$ cat src/rtl/alu_op_sequencer.sv
// alu_op_sequencer
//   Feeds the ALU's packed {opcode, A, B} vector one operation at a time.
//   A request is taken over a valid/ready port. The vector is held for the
//   opcode's latency, and then the ALU outputs are captured. The captured
//   values go back to the requester over a valid/ready response port.
//
// Ports
//   clk, reset_in                 clock (rising edge), async active-low reset
//   req_valid/req_ready           request handshake (ready only in IDLE)
//   req_opcode, req_a, req_b      operation and operands, sampled on accept
//   alu_opcode_inputs             registered {op,A,B} to the ALU, 0 = NOP
//   alu_final_output/carry/zero   ALU results
//   rsp_valid/rsp_ready           response handshake
//   rsp_result/carry/zero/err     captured results, err = unsupported opcode
//   ops_done                      completed response count, wraps
//
// state  | meaning
// -------+------------------------------------------------------------
// IDLE   | ready for a request, ALU vector is NOP
// WAIT   | vector held for the op latency, counting down to capture
// DONE   | response presented, waiting for rsp_ready
module alu_op_sequencer #(
  parameter int DATA_WIDTH    = 8,
  parameter int OPCODE_LENGTH = 4,
  parameter int LAT_FAST      = 1,
  parameter int LAT_MUL       = 4,
  parameter int LAT_DIV       = 8,
  parameter int VECTOR_LENGTH = OPCODE_LENGTH + 2*DATA_WIDTH
) (
  input  logic                     clk,
  input  logic                     reset_in,
  input  logic                     req_valid,
  output logic                     req_ready,
  input  logic [OPCODE_LENGTH-1:0] req_opcode,
  input  logic [DATA_WIDTH-1:0]    req_a,
  input  logic [DATA_WIDTH-1:0]    req_b,
  output logic [VECTOR_LENGTH-1:0] alu_opcode_inputs,
  input  logic [DATA_WIDTH-1:0]    alu_final_output,
  input  logic                     alu_carry_output,
  input  logic                     alu_zero_flag,
  output logic                     rsp_valid,
  input  logic                     rsp_ready,
  output logic [DATA_WIDTH-1:0]    rsp_result,
  output logic                     rsp_carry,
  output logic                     rsp_zero,
  output logic                     rsp_err,
  output logic [15:0]              ops_done
);

  localparam int CNT_W = 16;

  localparam logic [OPCODE_LENGTH-1:0] OP_ADD  = OPCODE_LENGTH'(4'b0001);
  localparam logic [OPCODE_LENGTH-1:0] OP_SUB  = OPCODE_LENGTH'(4'b0010);
  localparam logic [OPCODE_LENGTH-1:0] OP_MUL  = OPCODE_LENGTH'(4'b0011);
  localparam logic [OPCODE_LENGTH-1:0] OP_DIV  = OPCODE_LENGTH'(4'b0100);
  localparam logic [OPCODE_LENGTH-1:0] OP_AND  = OPCODE_LENGTH'(4'b0110);
  localparam logic [OPCODE_LENGTH-1:0] OP_OR   = OPCODE_LENGTH'(4'b0111);
  localparam logic [OPCODE_LENGTH-1:0] OP_ZERO = OPCODE_LENGTH'(4'b1001);
  localparam logic [OPCODE_LENGTH-1:0] OP_GT   = OPCODE_LENGTH'(4'b1010);
  localparam logic [OPCODE_LENGTH-1:0] OP_EQ   = OPCODE_LENGTH'(4'b1011);
  localparam logic [OPCODE_LENGTH-1:0] OP_LT   = OPCODE_LENGTH'(4'b1100);

  typedef enum logic [1:0] {S_IDLE, S_WAIT, S_DONE} state_t;

  state_t                   state_q;
  logic [CNT_W-1:0]         cnt_q;
  logic [VECTOR_LENGTH-1:0] vec_q;
  logic                     req_ready_q;
  logic                     rsp_valid_q;
  logic [DATA_WIDTH-1:0]    rsp_result_q;
  logic                     rsp_carry_q;
  logic                     rsp_zero_q;
  logic                     rsp_err_q;
  logic [15:0]              ops_done_q;

  logic [CNT_W-1:0]         lat_d;
  logic                     supported_d;

  // Latency lookup for the opcode currently offered on the request port.
  always_comb begin
    lat_d       = '0;
    supported_d = 1'b1;
    case (req_opcode)
      OP_ADD, OP_SUB, OP_AND, OP_OR,
      OP_ZERO, OP_GT, OP_EQ, OP_LT: lat_d = CNT_W'(LAT_FAST);
      OP_MUL:                       lat_d = CNT_W'(LAT_MUL);
      OP_DIV:                       lat_d = CNT_W'(LAT_DIV);
      default:                      supported_d = 1'b0;
    endcase
  end

  always_ff @(posedge clk or negedge reset_in) begin
    if (!reset_in) begin
      state_q      <= S_IDLE;
      cnt_q        <= '0;
      vec_q        <= '0;
      req_ready_q  <= 1'b1;
      rsp_valid_q  <= 1'b0;
      rsp_result_q <= '0;
      rsp_carry_q  <= 1'b0;
      rsp_zero_q   <= 1'b0;
      rsp_err_q    <= 1'b0;
      ops_done_q   <= '0;
    end else begin
      case (state_q)
        S_IDLE: begin
          if (req_valid) begin
            req_ready_q <= 1'b0;
            if (supported_d) begin
              vec_q   <= {req_opcode, req_a, req_b};
              cnt_q   <= lat_d;
              state_q <= S_WAIT;
            end else begin
              // Unsupported ops never reach the ALU; answer immediately.
              rsp_err_q    <= 1'b1;
              rsp_result_q <= '0;
              rsp_carry_q  <= 1'b0;
              rsp_zero_q   <= 1'b0;
              rsp_valid_q  <= 1'b1;
              state_q      <= S_DONE;
            end
          end
        end
        S_WAIT: begin
          // <= 1 rather than == 1 so a zero latency cannot stall forever.
          if (cnt_q <= CNT_W'(1)) begin
            rsp_result_q <= alu_final_output;
            rsp_carry_q  <= alu_carry_output;
            rsp_zero_q   <= alu_zero_flag;
            rsp_err_q    <= 1'b0;
            rsp_valid_q  <= 1'b1;
            vec_q        <= '0;
            cnt_q        <= '0;
            state_q      <= S_DONE;
          end else begin
            cnt_q <= cnt_q - CNT_W'(1);
          end
        end
        S_DONE: begin
          if (rsp_ready) begin
            rsp_valid_q <= 1'b0;
            ops_done_q  <= ops_done_q + 16'd1;
            req_ready_q <= 1'b1;
            state_q     <= S_IDLE;
          end
        end
        default: begin
          state_q     <= S_IDLE;
          vec_q       <= '0;
          req_ready_q <= 1'b1;
          rsp_valid_q <= 1'b0;
        end
      endcase
    end
  end

  assign req_ready         = req_ready_q;
  assign alu_opcode_inputs = vec_q;
  assign rsp_valid         = rsp_valid_q;
  assign rsp_result        = rsp_result_q;
  assign rsp_carry         = rsp_carry_q;
  assign rsp_zero          = rsp_zero_q;
  assign rsp_err           = rsp_err_q;
  assign ops_done          = ops_done_q;

endmodule

$ cat config.mk
export PLATFORM = sky130hd
export DESIGN_NAME = alu_op_sequencer
export DESIGN_NICKNAME = d
export VERILOG_FILES = /design/src/rtl/alu_op_sequencer.sv
export SDC_FILE = /design/constraint.sdc
export NUM_CORES = 1
export LEC_CHECK = 0
export BUFFER_PORTS_ARGS = -buffer_cell sky130_fd_sc_hd__clkbuf_2
export CORE_ASPECT_RATIO = 1.2
export CORE_MARGIN = 1.5
export CORE_UTILIZATION = 47
export DETAILED_ROUTE_END_ITERATION = 7
export MAX_ROUTING_LAYER = met4
export PLACE_DENSITY = 0.72
export SLEW_MARGIN = 20
export SYNTH_ARGS = -nofsm -noshare
export SYNTH_HDL_FRONTEND = slang
export SYNTH_SLANG_ARGS = --single-unit
$ cat constraint.sdc
create_clock -name clk -period 1.9 [get_ports clk]
set_input_delay 0.475 -clock clk [delete_from_list [all_inputs] [get_ports clk]]
set_output_delay 0.475 -clock clk [all_outputs]
set_load 0.05 [all_outputs]
Word-level counts from Yosys, hierarchy flattened
Cells that the tools add are included.
{"block": "classes", "magnitude_cmp": 1, "n_bitwise": 2, "reduce_logical": 11, "mux": 35, "n_addsub": 2, "n_eq_ne": 17}
{"operator": "$mux W20", "n": 3}
{"operator": "$pmux W20 S3", "n": 1}
{"operator": "$mux W16", "n": 3}
{"operator": "$pmux W16 S2", "n": 1}
{"operator": "$mux W8", "n": 3}
{"operator": "$add A16 B1 Y16 const B", "n": 1}
{"operator": "$eq A4 B4 Y1 const B", "n": 4}
{"operator": "$le A16 B1 Y1 const B", "n": 1}
{"operator": "$pmux W8 S2", "n": 1}
{"operator": "$sub A16 B1 Y16 const B", "n": 1}
{"operator": "$eq A4 B3 Y1 const B", "n": 3}
{"operator": "$mux W1", "n": 12}
{"operator": "$pmux W4 S3", "n": 1}
{"operator": "$reduce_and A4 Y1", "n": 3}
{"operator": "$ne A2 B2 Y1 const B", "n": 5}
{"operator": "$reduce_or A10 Y1", "n": 1}
{"operator": "$reduce_and A3 Y1", "n": 3}
{"operator": "$eq A4 B2 Y1 const B", "n": 2}
{"operator": "$mux W2", "n": 4}
{"operator": "$reduce_or A8 Y1", "n": 1}
{"operator": "$pmux W1 S2", "n": 3}
{"operator": "$pmux W1 S3", "n": 2}
{"operator": "$pmux W2 S3", "n": 1}
{"operator": "$eq A4 B1 Y1 const B", "n": 1}
{"operator": "6 further kinds", "n": 7}
{"block": "totals", "elab_cells": 78, "output_inout_bits": 49, "inputBits": 34, "regBits": 67}

Logic depth before layout (Yosys ltp)
Gate-level depths: netlist of the first run.
{"block": "depth", "ltp_word": 6, "ltp_mapped": 8}

Least setup slack after synthesis of the first run
Ideal clock, no wire load.
{"block": "synth_timing", "kind": "register -> register", "start": "register ops_done_q[3], in the netlist ops_done[3]", "end": "register ops_done_q[12], in the netlist ops_done[12]", "stages_incl_launch_ff": 6, "path_slack_ps": 51, "setup_time_ps": 142, "required_time_ps": 1758, "period_less_slack_ps": 1849, "path_buffers": 0, "arrival_time_ps": 1707, "cell_sequence": "dfrtp_1 > and4_1 > nand3_1 > nor3b_1 > nand3_1 > xnor2_1"}
{"block": "synth_via", "elab_chain_cells": 1}
{"item": "start: declaration", "line_no": "74", "rtl": "logic [15:0] ops_done_q;"}
{"item": "start signal: assignment", "line_no": "142", "rtl": "ops_done_q <= ops_done_q + 16'd1;"}
{"item": "$add A16 B1 Y16", "line_no": "142"}
No other way between the ends.
A chain may end at the register's enable or synchronous reset.

Worst setup path in the final report of the first run
{"block": "layout_timing", "start": "register cnt_q[13]", "end": "register vec_q[13], in the netlist alu_opcode_inputs[13]"}
{"block": "layout_via", "elab_chain_cells": 3}
{"item": "start: declaration", "line_no": "66", "rtl": "logic [CNT_W-1:0] cnt_q;"}
{"item": "start signal: assignment", "line_no": "111", "rtl": "cnt_q <= lat_d;"}
{"item": "start signal: assignment", "line_no": "136", "rtl": "cnt_q <= cnt_q - CNT_W'(1);"}
{"item": "$le A16 B1 Y1", "line_no": "126", "rtl": "if (cnt_q <= CNT_W'(1)) begin"}
{"item": "$ne A2 B2 Y1 (no source line)"}
{"item": "$reduce_and A4 Y1 (no source line)"}
{"item": "end signal: assignment", "line_no": "110", "rtl": "vec_q <= {req_opcode, req_a, req_b};"}
{"item": "end: declaration", "line_no": "67", "rtl": "logic [VECTOR_LENGTH-1:0] vec_q;"}
No other way between the ends.

==> results.json, run 1 <==
{
  "synthesis.yosys.warnings": 0,
  "hp_class": "in -> async",
  "final-max-slew-violation-count": 0,
  "ff2ff_setup_slack_ns": -0.02,
  "route.vias.total": 2666,
  "final_util_pct": 64.5,
  "power_per_cell_area_mw_per_mm2": 1800,
  "cts_max_level": 3,
  "critical_path_class": "reg -> reg",
  "rr_startpoint": "cnt_q[13]$_DFFE_PN0P_",
  "grt_setup_unrepaired": "yes",
  "crit_path_max_fanout": 9,
  "synthMuxAreaShare_pct": 3.51,
  "timing.clock.skew_ns": 0.0101,
  "area_growth_pct": 31.8,
  "worst_setup_path_end_kind": "flop",
  "clk_root_buffer_cell": "sky130_fd_sc_hd__clkbuf_8",
  "vias_per_cell": 5.34,
  "violations": "setup timing",
  "synth.net_count": 327,
  "synth_fa_ha_area_share_pct": 1.18,
  "die-width_um": 78.0,
  "grt_start_max_net_pins": 25,
  "grt.total_usage_pct": 22.9,
  "path_buf_inv": 0,
  "worst_slew_pin_slew_ns": 0.599,
  "synthesis.instances": 290,
  "slew_headroom_pct": 60.0,
  "final_cells": 499,
  "post_synth_xor_area_fraction_pct": 4.41,
  "vdd.ir_drop.worst_uv": 1140,
  "maxCapViolations": 0,
  "cts_tree": "done",
  "finalWirelength_mm": 7.61,
  "pin_count": 83,
  "critical_path.reg2reg.endpoint": "alu_opcode_inputs[13]$_DFFE_PN0P_",
  "timing.final.crit_share_pct": 101,
  "numPortBuffers": 82,
  "setup_ws_ns": -0.0182,
  "dominant_register_cell_in_the_synthesized_netlist": "sky130_fd_sc_hd__dfrtp_1",
  "clk_latency_ns": 0.35,
  "grt.overflow.total": 0,
  "most_common_library_cell_in_the_layout_ignoring_fill_and_taps": "sky130_fd_sc_hd__clkbuf_2",
  "post_synth_instance_area_mm2": 0.00317,
  "synth_simple_gate_area_share_pct": 16.9,
  "run_status": "finished with violations",
  "timing.critical_path.max_delay_family": "simple AND/OR/NAND/NOR gates",
  "grt_pass1_vias": 2665,
  "die_area_mm2": 0.00726,
  "clock_sink_count": 67,
  "drt_drc_violations_left": 0,
  "preCtsSetupSlack_ns": -0.120,
  "maxClockFrequency_mhz": 521,
  "design_area_mm2": 0.00418,
  "detailed_place.area_mm2": 0.00388,
  "antenna_cells_inserted": 0,
  "crit_path_start_kind": "flop",
  "initial_core_util_pct": 48.9,
  "worst-endpoint-arrival_ns": 2.16,
  "clockBufferDepth": 2,
  "critical-path-max-stage-delay_ns": 0.41,
  "ys_seq_elements": 67,
  "slowest_stage": "sky130_fd_sc_hd__or3_4",
  "final_cell_mix": "sky130_fd_sc_hd__clkbuf_2 (81), sky130_fd_sc_hd__dfrtp_1 (66), sky130_fd_sc_hd__buf_4 (33)",
  "synth-async-reset-ratio_pct": 100,
  "cts_hold_repair.buffers": 0,
  "coreArea_mm2": 0.00649,
  "layout_min_cycle_time_ns": 1.92,
  "drive_above_1_share_pct": 38.2,
  "syn_area_per_cell_um2": 10.9,
  "total_power_uw": 7550,
  "clk_pin_slew_ns": 0.09,
  "ys_types": 54,
  "detailed_place_hpwl_mm": 5.43,
  "total_leakage_power_uw": 0.00207,
  "setup_viol": 14,
  "place.gp.congestion": 0.863,
  "final_antenna_net_count": 0,
  "final_net_count": 446,
  "placedCellCount": 479,
  "synth_top_family_by_area": "simple AND/OR/NAND/NOR gates",
  "antenna_found_initial": 0,
  "cts-buffers-inserted": 9,
  "die_y_um": 93.0,
  "complex_gate_fraction_of_the_synthesized_area_pct": 16.2,
  "grt_first_pass_wirelength_mm": 12.5,
  "synth_enable_flop_cells": 0,
  "std_cell_rows": 32,
  "firstDrtPassIters": 4,
  "first_iter_violations": 140,
  "timing.critical_path.cells": "or3_4 > nor4b_4 > a31o_4 > o21ai_2 > a22o_1",
  "timing_hold_violations_final": 0,
  "cell_depth_of_the_worst_flop_to_flop_path": 5,
  "post_drt_wl_per_cell_um": 15.2,
  "ys_seq_area_share_pct": 52.9,
  "critPathRequiredTime_ns": 2.14
}
[final cells by class]
class / count / area (um^2)
well taps: 85 / 106
clock inverters: 7 / 82.6
flip-flops and latches: 67 / 1680
fillers: 555 / 2300
multi-input cells: 195 / 1420
clock buffers: 9 / 124
repair buffers: 117 / 698
inverters: 19 / 71.3
[cell families (layout without fill, tap and decap cells)]
family,count (synthesis),after routing
and+or+nand+nor,91,91
buffers and inverters,31,152
AOI/OAI and AO/OA,71,74
adders and majority gates,3,3
muxes,11,11
xor gates and xnor gates,16,16
DFF,67,67
[stage by stage]
| step | hold WS (ns) | TNS [ns] |
|---|---|---|
| floorplan | 0.179 | 0 |
| global placement | 0.464 | -0.501 |
| detailed placement | 0.467 | -2.25 |
| CTS | 0.112 | -0.0338 |
| global route | 0.137 | -2.39 |
| finish | 0.112 | -0.110 |
[registers in the layout, summed over array words and instances (netlist names)]
name / flops
alu_opcode_inputs: 20
ops_done: 16
rsp_valid: 1
rsp_carry: 1
rsp_zero: 1
cnt_q: 16
rsp_result: 8
rsp_err: 1
req_ready: 1
state_q: 2
[synthesized netlist by cell type (all sizes together), types with 2 or more instances]
| cell | number | share of area [%] |
|---|---|---|
| dfrtp | 66 | 52 |
| a22o | 20 | 5.5 |
| nand2 | 20 | 2.4 |
| inv | 19 | 2.2 |
| a21oi | 15 | 2.4 |
| nor2 | 14 | 1.7 |
| o21ai | 14 | 2.4 |
| nand3 | 12 | 2.0 |
| xnor2 | 11 | 3.0 |
| mux2i | 10 | 3.2 |
| nor3 | 7 | 1.1 |
| buf | 6 | 1.7 |
| clkbuf | 6 | 1.0 |
| and3 | 5 | 0.99 |
| nand4 | 5 | 0.99 |
| nor2b | 5 | 0.99 |
| o2bb2ai | 5 | 1.4 |
| xor2 | 5 | 1.4 |
| nor3b | 4 | 1.1 |
| o31ai | 4 | 0.95 |
| or3 | 4 | 0.95 |
| a31oi | 3 | 0.59 |
| ha | 3 | 1.2 |
| and3b | 2 | 0.55 |
| nand2b | 2 | 0.39 |
| nor4 | 2 | 1.1 |
| o211a | 2 | 0.63 |
| or2 | 2 | 0.39 |
[how the worst max path moves through the flow]
stage,depth (start not counted),to,slack [ns],from
6_report,5,alu_opcode_inputs[13]$_DFFE_PN0P_,-0.02,cnt_q[13]$_DFFE_PN0P_
3_5_place_dp,6,alu_opcode_inputs[5]$_DFFE_PN0P_,-0.12,req_opcode[0]
4_1_cts,5,alu_opcode_inputs[16]$_DFFE_PN0P_,-0.01,cnt_q[13]$_DFFE_PN0P_
2_1_floorplan,5,ops_done[12]$_DFFE_PN0P_,0.05,ops_done[3]$_DFFE_PN0P_
3_3_place_gp,5,alu_opcode_inputs[10]$_DFFE_PN0P_,-0.03,cnt_q[13]$_DFFE_PN0P_
5_1_grt,6,cnt_q[2]$_DFFE_PN0P_,-0.10,cnt_q[13]$_DFFE_PN0P_
[routing by layer]
metal  vias to the layer above  part of all wire (%)  wire length (um)  GRT usage (%)
met5                         -                     0                 0              -
met4                         0                   1.8               136           9.23
met3                        11                   3.5               264           4.98
met2                        58                    50              3810           36.9
met1                      1319                    45              3400           28.1
li1                       1278                     -                 -              -
[timing repair]
item / 4_1_cts / 5_1_grt
endpoints found under the setup margin: 20 / 44
setup buffers: 0 / 1
resized for setup: 1 / 11
pin swaps: 0 / 4
cloned: 0 / 3
[where the power goes]
| group | total, uW | internal [uW] | switching, uW |
|---|---|---|---|
| clock | 1260 | 629 | 632 |
| combinational | 4050 | 1420 | 2630 |
| sequential | 2240 | 1880 | 359 |
Note: power is estimated with default switching activity, not from simulation.
==> inputs of run 2 (changes only) <==
--- a/config.mk
+++ b/config.mk
@@ -10,8 +10,9 @@
 export CORE_MARGIN = 1.5
 export CORE_UTILIZATION = 47
 export DETAILED_ROUTE_END_ITERATION = 7
+export GPL_TIMING_DRIVEN = 0
 export MAX_ROUTING_LAYER = met4
-export PLACE_DENSITY = 0.72
+export PLACE_DENSITY_LB_ADDON = 0.3
 export SLEW_MARGIN = 20
 export SYNTH_ARGS = -nofsm -noshare
 export SYNTH_HDL_FRONTEND = slang
==> constraint.sdc (replaced) <==
create_clock -name clk -period 1.6 [get_ports clk]
set_input_delay 0.4 -clock clk [delete_from_list [all_inputs] [get_ports clk]]
set_output_delay 0.4 -clock clk [all_outputs]
set_load 0.05 [all_outputs]
==> results.json, run 2 (synthesis gave the netlist of run 1 again) <==
{
  "run_status": "finished with violations",
  "violations": "setup timing",
  "post_drt_wl_per_cell_um": 15.8,
  "power_per_cell_area_mw_per_mm2": 2230,
  "preCtsSetupSlack_ns": -0.471,
  "initial_core_util_pct": 48.9,
  "timing.clock.skew_ns": 0.00736,
  "vias_per_cell": 5.46,
  "coreArea_mm2": 0.00649,
  "std_cell_rows": 32,
  "critical_path_class": "reg -> reg",
  "worst_setup_path_end_kind": "flop",
  "total_leakage_power_uw": 0.00216,
  "crit_path_start_kind": "flop",
  "die-width_um": 78.0,
  "final.setup.tns_ns": -17.11,
  "crit_path_max_fanout": 5,
  "placedCellCount": 458,
  "vdd.ir_drop.worst_uv": 1080,
  "place.gp.congestion": 0.781,
  "area_growth_pct": 42.9,
  "antenna_cells_inserted": 0,
  "pin_count": 83,
  "grt.total_usage_pct": 23.1,
  "numPortBuffers": 82,
  "clockBufferDepth": 2,
  "die_area_mm2": 0.00726,
  "detailed_place_hpwl_mm": 4.92,
  "grt.overflow.total": 0,
  "firstDrtPassIters": 4,
  "timing.final.crit_share_pct": 125,
  "clk_root_buffer_cell": "sky130_fd_sc_hd__clkbuf_8",
  "route.vias.total": 2766,
  "final_net_count": 454,
  "maxCapViolations": 0,
  "cts_tree": "done",
  "drive_above_1_share_pct": 44.5,
  "final-max-slew-violation-count": 0,
  "largest_register_ff_count": 20,
  "grt_setup_unrepaired": "yes",
  "grt_pass1_vias": 2700,
  "finalWirelength_mm": 7.99,
  "final_antenna_net_count": 0,
  "cts-buffers-inserted": 9,
  "worst_slew_pin_slew_ns": 1.06,
  "final_cells": 507,
  "first_iter_violations": 143,
  "grt_start_max_net_pins": 55,
  "most_common_library_cell_in_the_layout_ignoring_fill_and_taps": "sky130_fd_sc_hd__clkbuf_2",
  "hp_class": "in -> reg",
  "final_util_pct": 69.9,
  "final_cell_mix": "sky130_fd_sc_hd__clkbuf_2 (81), sky130_fd_sc_hd__dfrtp_1 (59), sky130_fd_sc_hd__buf_4 (22)",
  "critPathRequiredTime_ns": 1.83,
  "clock_sink_count": 67,
  "setup_viol": 50,
  "grt_first_pass_wirelength_mm": 12.8,
  "drt_drc_violations_left": 0,
  "clk_latency_ns": 0.34,
  "setup_ws_ns": -0.400,
  "clk_pin_slew_ns": 0.08,
  "cts_max_level": 3,
  "die_y_um": 93.0,
  "worst-endpoint-arrival_ns": 2.23,
  "timing_hold_violations_final": 0,
  "slew_headroom_pct": 29.1,
  "total_power_uw": 10100,
  "layout_min_cycle_time_ns": 2.00,
  "antenna_found_initial": 0,
  "n_fill_cell": 465,
  "maxClockFrequency_mhz": 500
}
## run 2: critical path, cell delays in order (launching register included)
cell                      delay, ns
sky130_fd_sc_hd__dfrtp_1       0.40
sky130_fd_sc_hd__or3_4         0.39
sky130_fd_sc_hd__nor4b_4       0.34
sky130_fd_sc_hd__a31o_4        0.30
sky130_fd_sc_hd__o21ai_4       0.12
sky130_fd_sc_hd__buf_6         0.15
sky130_fd_sc_hd__a22o_1        0.18
## run 2: through the flow
stage                     hold slack [ns]  cell area [um^2]
final                               0.275              4540
after global placement              0.463              3720
after detailed placement            0.306              3750
after floorplan                     0.104              3210
after CTS                           0.262              4340
after global routing                0.265              4540
## run 2: where the power goes
group	internal, uW	total [uW]	switching (uW)
Clock	1080	1770	684
Sequential	2240	2700	453
Combinational	2200	5660	3460
Total	5530	10100	4590
## run 2: repair_timing
item / 4_1_cts / 5_1_grt
resized for setup: 37 / 18
pin swaps: 19 / 8
buffers inserted: 18 / 10
cloned: 3 / 1
hold buffers: 1 / 0
endpoints found under the hold margin: 13 / 0
endpoints found under the setup margin: 54 / 54
## run 2: layout make-up
type | count | area (um^2) | share of cell area, %
sequential | 67 | 1690 | 37.2
multi-input combinational | 192 | 1570 | 34.7
timing repair buffer | 116 | 749 | 16.5
clock buffer | 10 | 138 | 3.03
clock inverter | 6 | 111 | 2.46
tap | 85 | 106 | 2.34
buffer | 12 | 100 | 2.21
inverter | 19 | 71.3 | 1.57
## run 2: final timing paths
check | from | end | slack [ns] | cells past startpoint
setup / recovery | cnt_q[14]$_DFFE_PN0P_ | alu_opcode_inputs[14]$_DFFE_PN0P_ | -0.40 | 6
hold / removal | alu_final_output[2] | rsp_result[2]$_DFFE_PN0P_ | 0.27 | 3
setup reg to reg | cnt_q[14]$_DFFE_PN0P_ | alu_opcode_inputs[14]$_DFFE_PN0P_ | -0.40 | 6
hold reg to reg | ops_done[15]$_DFFE_PN0P_ | ops_done[15]$_DFFE_PN0P_ | 0.48 | 1
max in group asynchronous | reset_in | req_ready$_DFFE_PN1P_ | 0.53 | 3
min in group asynchronous | reset_in | rsp_result[3]$_DFFE_PN0P_ | 0.48 | 2
## run 2: metal layers
metal  routed length, um  GRT usage (%)
met4                  99           8.33
met1                3320           28.2
met2                4220           37.9
met5                   0              -
met3                 350           5.27
==> inputs of run 3 (changes only) <==
--- a/config.mk
+++ b/config.mk
@@ -5,10 +5,12 @@
 export SDC_FILE = /design/constraint.sdc
 export NUM_CORES = 1
 export LEC_CHECK = 0
+export ABC_AREA = 1
 export BUFFER_PORTS_ARGS = -buffer_cell sky130_fd_sc_hd__clkbuf_2
 export CORE_ASPECT_RATIO = 1.2
 export CORE_MARGIN = 1.5
-export CORE_UTILIZATION = 47
+export CORE_UTILIZATION = 50
+export CTS_BUF_LIST = sky130_fd_sc_hd__clkbuf_4
 export DETAILED_ROUTE_END_ITERATION = 7
 export GPL_TIMING_DRIVEN = 0
 export MAX_ROUTING_LAYER = met4
==> results.json, run 3 <==
{
  "worst_slew_pin_slew_ns": 0.474,
  "clk_latency_ns": 0.40,
  "cpMostUsedCell": "sky130_fd_sc_hd__nand2_2",
  "critical_path_class": "reg -> reg",
  "die-width_um": 76.6,
  "final-max-slew-violation-count": 0,
  "vias_per_cell": 4.92,
  "timing.critical_path.max_delay_family": "simple AND/OR/NAND/NOR gates",
  "grt_setup_unrepaired": "yes",
  "switching_share_pct": 27.9,
  "setup_viol": 35,
  "timing.clock.skew_ns": 0.0125,
  "detailed_place_hpwl_mm": 4.83,
  "cts-buffers-inserted": 9,
  "hp_class": "in -> reg",
  "synth_area_leaders": "sky130_fd_sc_hd__dfrtp_1 (51%), sky130_fd_sc_hd__nand2_1 (16%), sky130_fd_sc_hd__nor2_1 (4.4%)",
  "maxCapViolations": 0,
  "finalWirelength_mm": 7.36,
  "layout_min_cycle_time_ns": 1.71,
  "worst-endpoint-arrival_ns": 2.01,
  "clk_pin_slew_ns": 0.11,
  "clockBufferDepth": 2,
  "synth_top_cells_by_count": "sky130_fd_sc_hd__nand2_1 (142), sky130_fd_sc_hd__dfrtp_1 (66), sky130_fd_sc_hd__nor2_1 (38)",
  "run_status": "finished with violations",
  "die_y_um": 91.4,
  "power_per_cell_area_mw_per_mm2": 814,
  "clkPwrFrac_pct": 31.2,
  "final_antenna_net_count": 0,
  "drive_above_1_share_pct": 41.6,
  "synth.net_count": 433,
  "coreArea_mm2": 0.00637,
  "post-synth-top-count-cell": "sky130_fd_sc_hd__nand2_1",
  "most_common_library_cell_in_the_layout_ignoring_fill_and_taps": "sky130_fd_sc_hd__nand2_1",
  "ff2ff_setup_slack_ns": -0.11,
  "setup_ws_ns": -0.113,
  "clock_sink_count": 67,
  "ys_seq_area_share_pct": 51.6,
  "cell_depth_of_the_worst_flop_to_flop_path": 12,
  "critPathRequiredTime_ns": 1.89,
  "total_leakage_power_uw": 0.00232,
  "final_cell_mix": "sky130_fd_sc_hd__nand2_1 (103), sky130_fd_sc_hd__clkbuf_2 (76), sky130_fd_sc_hd__dfrtp_1 (59)",
  "antenna_found_initial": 0,
  "slew_headroom_pct": 68.4,
  "first_iter_violations": 179,
  "post_synth_instance_area_mm2": 0.00325,
  "grt.overflow.total": 0,
  "ys_types": 27,
  "synth_top_area_cell": "sky130_fd_sc_hd__dfrtp_1",
  "route.vias.total": 2946,
  "drt_drc_violations_left": 0,
  "post_drt_wl_per_cell_um": 12.3,
  "place.gp.congestion": 0.825,
  "die_area_mm2": 0.00700,
  "grt_pass1_vias": 2858,
  "synth-async-reset-ratio_pct": 100,
  "critical_path_cell_count": 12,
  "synthesis.instances": 396,
  "initial_core_util_pct": 51.1,
  "violations": "setup timing",
  "final.setup.tns_ns": -2.73,
  "worst_setup_path_end_kind": "flop",
  "synth_enable_flop_cells": 0,
  "final_util_pct": 68.3,
  "slowest_stage": "sky130_fd_sc_hd__dfrtp_1",
  "netSwitchingPower_uw": 987,
  "synth_top_area_share_pct": 50.8,
  "antenna_cells_inserted": 0,
  "clk_root_buffer_cell": "sky130_fd_sc_hd__clkbuf_4",
  "vdd.ir_drop.worst_uv": 441,
  "timing_hold_violations_final": 0,
  "seq_power_share_pct": 53.5,
  "largest_register_ff_count": 20,
  "syn_area_per_cell_um2": 8.21,
  "final_net_count": 546,
  "critical-path-max-stage-delay_ns": 0.43,
  "ys_seq_elements": 67,
  "cts_tree": "done",
  "timing.final.crit_share_pct": 107,
  "synthesis.yosys.warnings": 0,
  "area_growth_pct": 33.7,
  "firstDrtPassIters": 4,
  "crit_path_start_kind": "flop",
  "dominant_register_cell_in_the_synthesized_netlist": "sky130_fd_sc_hd__dfrtp_1",
  "fraction_of_power_consumed_by_combinational_cells_pct": 15.3,
  "grt_start_max_net_pins": 42,
  "grt.total_usage_pct": 23.1,
  "grt_first_pass_wirelength_mm": 12.6,
  "cts_max_level": 3,
  "p_int_uw": 2550,
  "maxClockFrequency_mhz": 584,
  "path_buf_inv": 2,
  "timing.critical_path.cells": "inv_2 > ha_4 > nor2_2 > nor2_1 > nand3_1 > nand2_2 > nand2_4 > nor2_4 > nand2_4 > buf_6 > nand2_2 > nand2_2",
  "hold_critical_path_depth": 3,
  "crit_path_max_fanout": 5,
  "numPortBuffers": 82,
  "std_cell_rows": 32,
  "pin_count": 83
}
## run 3: metal layers
layer  global-route usage [%]  routed length, um  share of wire [%]
met1                     28.8               3160                 43
met2                     37.0               3780                 51
met3                     3.32                269                3.7
met4                     11.6                144                2.0
met5                        -                  0                  0
## run 3: repair_timing
action | 4_1_cts | 5_1_grt
setup buffers | 9 | 5
pin swaps | 6 | 15
hold buffers | 1 | 0
endpoints found under the hold margin | 26 | 0
setup endpoints to repair | 50 | 58
gates cloned | 4 | 0
gates resized for setup | 51 | 58
## run 3: final timing paths
path / endpoint / start
min in group asynchronous: alu_opcode_inputs[0]$_DFFE_PN0P_ / reset_in
max in group asynchronous: req_ready$_DFFE_PN1P_ / reset_in
max: alu_opcode_inputs[13]$_DFFE_PN0P_ / cnt_q[0]$_DFFE_PN0P_
min: alu_opcode_inputs[0]$_DFFE_PN0P_ / req_b[0]
max reg2reg: alu_opcode_inputs[13]$_DFFE_PN0P_ / cnt_q[0]$_DFFE_PN0P_
min reg2reg: ops_done[15]$_DFFE_PN0P_ / ops_done[15]$_DFFE_PN0P_
## run 3: layout make-up
type / instances / area (um^2)
plain buffers: 10 / 87.6
clock buffers: 11 / 82.6
clock inverters: 5 / 53.8
fillers: 517 / 2020
inverters: 36 / 135
multi-input cells: 283 / 1600
flip-flops and latches: 67 / 1690
well taps: 85 / 106
repair buffers: 102 / 597
## run 3: kinds of logic after synthesis
family	Yosys count	synth area share [%]
flops	67	51.6
simple gates	233	30.9
fa+ha+maj	3	1.15
xor+xnor	25	6.73
mux	1	0.346
compound gates	21	3.23
buf+inv	46	6.04
## run 3: metrics by stage
step | setup WS, ns | cells | hold WS [ns] | power [uW] | area [um^2]
5_1_grt | -0.233 | 599 | 0.178 | 3730 | 4350
2_1_floorplan | 0.00593 | 396 | 0.104 | 2160 | 3260
4_1_cts | -0.0682 | 594 | 0.165 | 3470 | 4190
6_report | -0.113 | 599 | 0.184 | 3540 | 4350
3_5_place_dp | -0.251 | 564 | 0.373 | 2300 | 3800
3_3_place_gp | -0.471 | 563 | 0.454 | 2280 | 3780
## run 3: worst min-delay path, delay by kind of cell
family        cells  cell delay (ns)
simple gates      2             0.09
buf+inv           1             0.07
## run 3: power by group through the flow
stage / logic (uW) / clock network (uW) / registers (uW)
2_1_floorplan: 250 / 0 / 1910
3_3_place_gp: 357 / 0 / 1920
3_5_place_dp: 384 / 0 / 1920
4_1_cts: 455 / 1130 / 1890
5_1_grt: 617 / 1200 / 1910
6_report: 543 / 1100 / 1890
